`config.mk`:
```
export PLATFORM = sky130hd
export DESIGN_NAME = tx_payload_sched
export DESIGN_NICKNAME = d
export VERILOG_FILES = /design/src/rtl/sdh_tx_pkg.sv /design/src/rtl/tx_sched_uf_cnt.sv /design/src/rtl/tx_payload_sched.sv
export SDC_FILE = /design/constraint.sdc
export NUM_CORES = 1
export LEC_CHECK = 0
export ABC_AREA = 0
export ABC_CLOCK_PERIOD_IN_PS = 2500
export CAP_MARGIN = 40
export CORE_UTILIZATION = 50
export CTS_BUF_LIST = sky130_fd_sc_hd__clkbuf_8 sky130_fd_sc_hd__clkbuf_16
export CTS_CLUSTER_SIZE = 8
export DETAILED_ROUTE_END_ITERATION = 8
export PLACE_DENSITY = 0.81
export REMOVE_ABC_BUFFERS = 1
export SLEW_MARGIN = 20
export SYNTH_ARGS = -nofsm -noshare
export SYNTH_HDL_FRONTEND = slang
export SYNTH_HIERARCHICAL = 1
export SYNTH_SLANG_ARGS = --single-unit
```
`constraint.sdc`:
```
create_clock -name sdh_clk -period 2.5 [get_ports sdh_clk]
set_input_delay 0.5 -clock sdh_clk [delete_from_list [all_inputs] [get_ports sdh_clk]]
set_output_delay 0.5 -clock sdh_clk [all_outputs]
set_load 0.1 [all_outputs]
```
`src/rtl/sdh_tx_pkg.sv`:
```
// Shared constants and types for the SDH transmit payload path.
// The STM-4 interleave is fixed at four AU-4s and must agree with the framer.
package sdh_tx_pkg;

    localparam int          SDH_NUM_AU4   = 4;
    localparam logic [7:0]  SDH_FILL_BYTE = 8'hFF;
    localparam int          SDH_UF_W      = 16;

    typedef logic [1:0] slot_t;

    // Slots wrap naturally because the type is exactly two bits wide.
    function automatic slot_t slot_next(input slot_t s);
        return s + 2'd1;
    endfunction

endpackage

```
`src/rtl/tx_sched_uf_cnt.sv`:
```
// Saturating event counter with a synchronous clear.
// A clear that coincides with an event keeps that event, so the count restarts at one.
module tx_sched_uf_cnt #(
    parameter int W = 16
) (
    input  logic         sdh_clk,
    input  logic         rst_n,
    input  logic         clr_i,
    input  logic         inc_i,
    output logic [W-1:0] cnt_o
);

    logic [W-1:0] cnt_q;
    logic [W-1:0] cnt_d;

    always_comb begin
        cnt_d = cnt_q;
        if (clr_i) begin
            cnt_d = {{(W-1){1'b0}}, inc_i};
        end else if (inc_i && (cnt_q != {W{1'b1}})) begin
            cnt_d = cnt_q + W'(1);
        end
    end

    always_ff @(posedge sdh_clk or negedge rst_n) begin
        if (!rst_n) begin
            cnt_q <= '0;
        end else begin
            cnt_q <= cnt_d;
        end
    end

    assign cnt_o = cnt_q;

endmodule

```
`src/rtl/tx_payload_sched.sv`:
```
// Round-robin payload scheduler between four FWFT tributary FIFOs and the STM-4 framer.
// Each request slot reads one channel; empty or disabled channels are replaced by a fill byte.
module tx_payload_sched
    import sdh_tx_pkg::*;
#(
    parameter int         NUM_CH    = SDH_NUM_AU4,
    parameter logic [7:0] FILL_BYTE = SDH_FILL_BYTE,
    parameter int         UF_W      = SDH_UF_W
) (
    input  logic                   sdh_clk,
    input  logic                   rst_n,
    input  logic                   sdh_tx_din_req,
    input  logic                   start_of_frame,
    input  logic [NUM_CH-1:0]      ch_en,
    input  logic [NUM_CH-1:0]      ch_empty,
    input  logic [8*NUM_CH-1:0]    ch_data,
    output logic [NUM_CH-1:0]      ch_rd,
    output logic [7:0]             sdh_tx_din,
    input  logic                   uf_clr,
    output logic [NUM_CH*UF_W-1:0] uf_cnt,
    output logic [NUM_CH-1:0]      uf_frame
);

    logic              req_q;
    slot_t             slot_q, slot_d;
    slot_t             cur_slot;
    logic [7:0]        din_q, din_d;
    logic [NUM_CH-1:0] acc_q, acc_d;
    logic [NUM_CH-1:0] frame_q, frame_d;
    logic [NUM_CH-1:0] rd_vec;
    logic [NUM_CH-1:0] uf_vec;
    logic [7:0]        head_byte;

    // A request rising edge marks the first payload byte of a row, always channel 0.
    always_comb begin
        cur_slot = (sdh_tx_din_req && !req_q) ? slot_t'(0) : slot_q;
        slot_d   = slot_q;
        if (sdh_tx_din_req) begin
            slot_d = slot_next(cur_slot);
        end
    end

    always_comb begin
        rd_vec = '0;
        uf_vec = '0;
        if (sdh_tx_din_req && ch_en[cur_slot]) begin
            if (ch_empty[cur_slot]) begin
                uf_vec[cur_slot] = 1'b1;
            end else begin
                rd_vec[cur_slot] = 1'b1;
            end
        end
    end

    assign head_byte = ch_data[{cur_slot, 3'b000} +: 8];

    always_comb begin
        din_d   = (|rd_vec) ? head_byte : FILL_BYTE;
        acc_d   = acc_q | uf_vec;
        frame_d = frame_q;
        // Underflows in the frame-pulse cycle belong to the frame that is closing.
        if (start_of_frame) begin
            frame_d = acc_q | uf_vec;
            acc_d   = '0;
        end
    end

    always_ff @(posedge sdh_clk or negedge rst_n) begin
        if (!rst_n) begin
            req_q   <= 1'b0;
            slot_q  <= '0;
            din_q   <= FILL_BYTE;
            acc_q   <= '0;
            frame_q <= '0;
        end else begin
            req_q   <= sdh_tx_din_req;
            slot_q  <= slot_d;
            din_q   <= din_d;
            acc_q   <= acc_d;
            frame_q <= frame_d;
        end
    end

    // The read strobe is combinational, so it is gated to keep the FIFOs untouched in reset.
    assign ch_rd      = rd_vec & {NUM_CH{rst_n}};
    assign sdh_tx_din = din_q;
    assign uf_frame   = frame_q;

    for (genvar g = 0; g < NUM_CH; g++) begin : g_uf
        tx_sched_uf_cnt #(
            .W(UF_W)
        ) u_uf_cnt (
            .sdh_clk(sdh_clk),
            .rst_n  (rst_n),
            .clr_i  (uf_clr),
            .inc_i  (uf_vec[g]),
            .cnt_o  (uf_cnt[UF_W*g +: UF_W])
        );
    end

endmodule

```
==> flow_summary.json <==
{
  "critPathRequiredTime_ns": 2.00,
  "cellPowerDensity_nw_per_um2": 435,
  "detailroute.wirelength.met2_um": 6530,
  "clock-root-buffer": "clkbuf_8",
  "grt_max_degree": 54,
  "static-leakage-power_nw": 2.89,
  "chipWidth_um": 103,
  "worstSetupStartpointType": "register",
  "fp.dieArea_um2": 10600,
  "grt.total_usage_pct": 25.4,
  "place_congestion": 0.871,
  "synth_area_per_cell_um2": 9.22,
  "leading_post_synthesis_cells_by_cell_area": "dfrtp_1, nor2_1, dfstp_2",
  "worstSetupPathType": "register to output port",
  "setup_slack_on_the_worst_flop_to_flop_path_ns": 0.13,
  "number_of_inserted_filler_cells_in_the_final_layout": 800,
  "synth_largest_type_area_fraction_pct": 37.0,
  "postRouteAntennaNets": 0,
  "met3_wirelength_um": 625,
  "final-max-slew-violation-count": 0,
  "worst_case_clock_skew_ns": 0.0101,
  "timing.critical_path.arrival_ns": 1.91,
  "final.period_utilization_pct": 96.3,
  "tightest_slew_ns": 0.558,
  "wire_length_of_the_first_global_routing_pass_um": 21300,
  "vias_in_the_first_global_route": 4556,
  "power_mw": 2.96,
  "vdd_ir_drop_max_v": 0.000273,
  "worst-path-max-fanout": 5,
  "synthesis.yosys.warnings": 6,
  "timing.max_slew.rel_slack_pct": 62.5,
  "drt-pass1-iter-count": 5,
  "critical_path.reg2reg.startpoint": "slot_q[0]$_DFFE_PN0P_",
  "outcome": "finished, final reports clean",
  "synth_sequential_area_ratio_pct": 41.1,
  "numPortBuffers": 124,
  "clock_latency_ns": 0.35,
  "grt_antenna_before_repair": 1,
  "design.portCount": 125,
  "timing.final.setup_violations": 0,
  "count_of_flip_flops_with_a_built_in_enable_after_synthesis": 0,
  "drcViolationCount": 0,
  "postSynth.topFlopCell": "dfrtp_1",
  "final_design_area_no_fill_um2": 6810,
  "routed_wirelength_um": 13200,
  "hpwlAfterDp_um": 9660,
  "synth_cells": 550,
  "tritoncts.num_buffers": 9,
  "final_layout_size_suffix_gt1_share_pct": 29.0,
  "synth_seq_cells": 83,
  "cts_num_sinks": 83,
  "syn-cell-area_um2": 5070,
  "grt_overflow_total": 0,
  "regToRegEndpoint": "g_uf[0].u_uf_cnt/cnt_o[11]$_DFFE_PN0P_",
  "vias_per_cell": 5.96,
  "fp.coreArea_um2": 9820,
  "mostFrequentLayoutCells": "buf_4, dfrtp_1, nor2_1",
  "worst_hold_path.endpoint": "acc_q[0]$_DFF_PN0_",
  "rr_worst_depth": 7,
  "worstHoldPathType": "register to register",
  "synth_top_cell_by_area": "dfrtp_1",
  "routed.top_layer": "met4",
  "cts-htree-levels": 3,
  "timing.final.crit_period_ns": 2.41,
  "route.vias.total": 5021,
  "layout-area-overhead-vs-synth_pct": 34.3,
  "placementRows": 36,
  "synth_async_sr_flop_share_pct": 100,
  "finish.net_count": 752,
  "synth.distinct_cells": 53,
  "mostFrequentLayoutCell": "buf_4",
  "min_path_cells": 2,
  "first_iter_violations": 286,
  "wl_met1_um": 5790,
  "wire_per_inst_um": 15.7,
  "max_cap_viols": 0,
  "clkSlewWorstSetupHoldPaths_ns": 0.08,
  "placed_area_um2": 6490,
  "tritoncts": "done",
  "start_util_pct": 51.7,
  "startpoint_of_the_most_critical_hold_path": "acc_q[0]$_DFF_PN0_",
  "die-height_um": 103,
  "crit_path_end_kind": "output port",
  "timing.fmax_mhz": 415,
  "ctsLongestPathBuffers": 2,
  "finalHoldViolCount": 0
}
cells in the mapped netlist (13+ instances only):
cell / instances
a31oi_1: 16
dfrtp_1: 75
nor3_1: 20
nand4_1: 16
nand3_1: 40
mux2i_1: 14
nor4_1: 13
buf_2: 14
inv_1: 35
mux2_2: 13
a21oi_1: 30
nor2_1: 64
nand2_1: 23
where the power goes:
part	internal (mW)	switching, mW	leakage, nW
Sequential	1.37	0.0248	1.11
Combinational	0.209	0.358	1.67
Clock	0.489	0.506	0.102
Total	2.07	0.888	2.89
worst max-delay path, stage by stage (launching register included):
cell     delay (ns)
dfrtp_2        0.42
mux2i_1        0.26
o22ai_2        0.12
buf_4          0.15
o21ai_4        0.23
nor3b_2        0.07
buf_4          0.14
buf_12         0.16
how the worst max path moves through the flow:
stage                                     start                                      to  slack, ns  cells past startpoint
after floorplan           slot_q[0]$_DFFE_PN0P_                                ch_rd[2]      -2.38                      4
after global placement           sdh_tx_din_req                                ch_rd[2]      -0.14                      8
after detailed placement         sdh_tx_din_req  g_uf[1].u_uf_cnt/cnt_o[11]$_DFFE_PN0P_      -0.27                      8
after CTS                       req_q$_DFF_PN0_                                ch_rd[3]      0.008                      6
after global routing      slot_q[0]$_DFFE_PN0P_                                ch_rd[1]      -0.05                      7
final                     slot_q[0]$_DFFE_PN0P_                                ch_rd[1]       0.09                      7
layout make-up:
type	count	area, um2	share of cell area (%)
diodes	1	2.50	0.0367
clock buffers	10	138	2.02
clock inverters	6	65.1	0.955
inverters	35	131	1.93
multi-input cells	401	2730	40.1
flip-flops and latches	83	2090	30.7
well taps	133	166	2.44
repair buffers	173	1490	21.8
cells by family (layout without fill, tap and decap cells):
family                   count (synthesis)  in the layout  share of synthesized area [%]
multiplexers                            31             31                           6.54
AO/OA/AOI/OAI                          115            115                           16.1
other                                    0              1                              0
buffers and inverters                   66            224                           5.90
flip-flops                              83             83                           41.1
AND/OR/NAND/NOR                        251            251                           29.3
adder cells (fa/ha/maj)                  4              4                          0.987
routing by layer:
layer	global-route usage [%]	vias up
met2	42.6	174
met1	33.7	2434
met5	0	-
li1	-	2394
met4	8.79	0
met3	3.46	19
metrics by stage:
stage                     utilization [%]  hold WS, ns  std cells  setup WS (ns)  TNS (ns)
final                                69.4        0.498        842         0.0926         0
after detailed placement             66.1        0.360        817         -0.266     -4.69
after floorplan                         -        0.204        519          -2.38    -11.39
after global placement               65.9        0.356        816         -0.140     -2.16
after CTS                            69.0        0.502        837        0.00783         0
after global routing                 69.4        0.535        842        -0.0489    -0.181
what timing repair did:
| item | CTS | global route |
|---|---|---|
| hold endpoints to repair | 10 | 0 |
| pin swaps | 6 | 1 |
| endpoints found under the setup margin | 4 | 4 |
| hold buffers | 1 | 0 |
| setup buffers | 3 | 4 |
| resized for setup | 14 | 3 |
state kept, by name, summed over array words and instances, names as in the netlist:
| signal | count |
|---|---|
| g_uf.u_uf_cnt/cnt_o | 64 |
| sdh_tx_din | 8 |
| acc_q | 4 |
| uf_frame | 4 |
| slot_q | 2 |
| req_q | 1 |
Note: power is estimated with default switching activity, not from simulation.
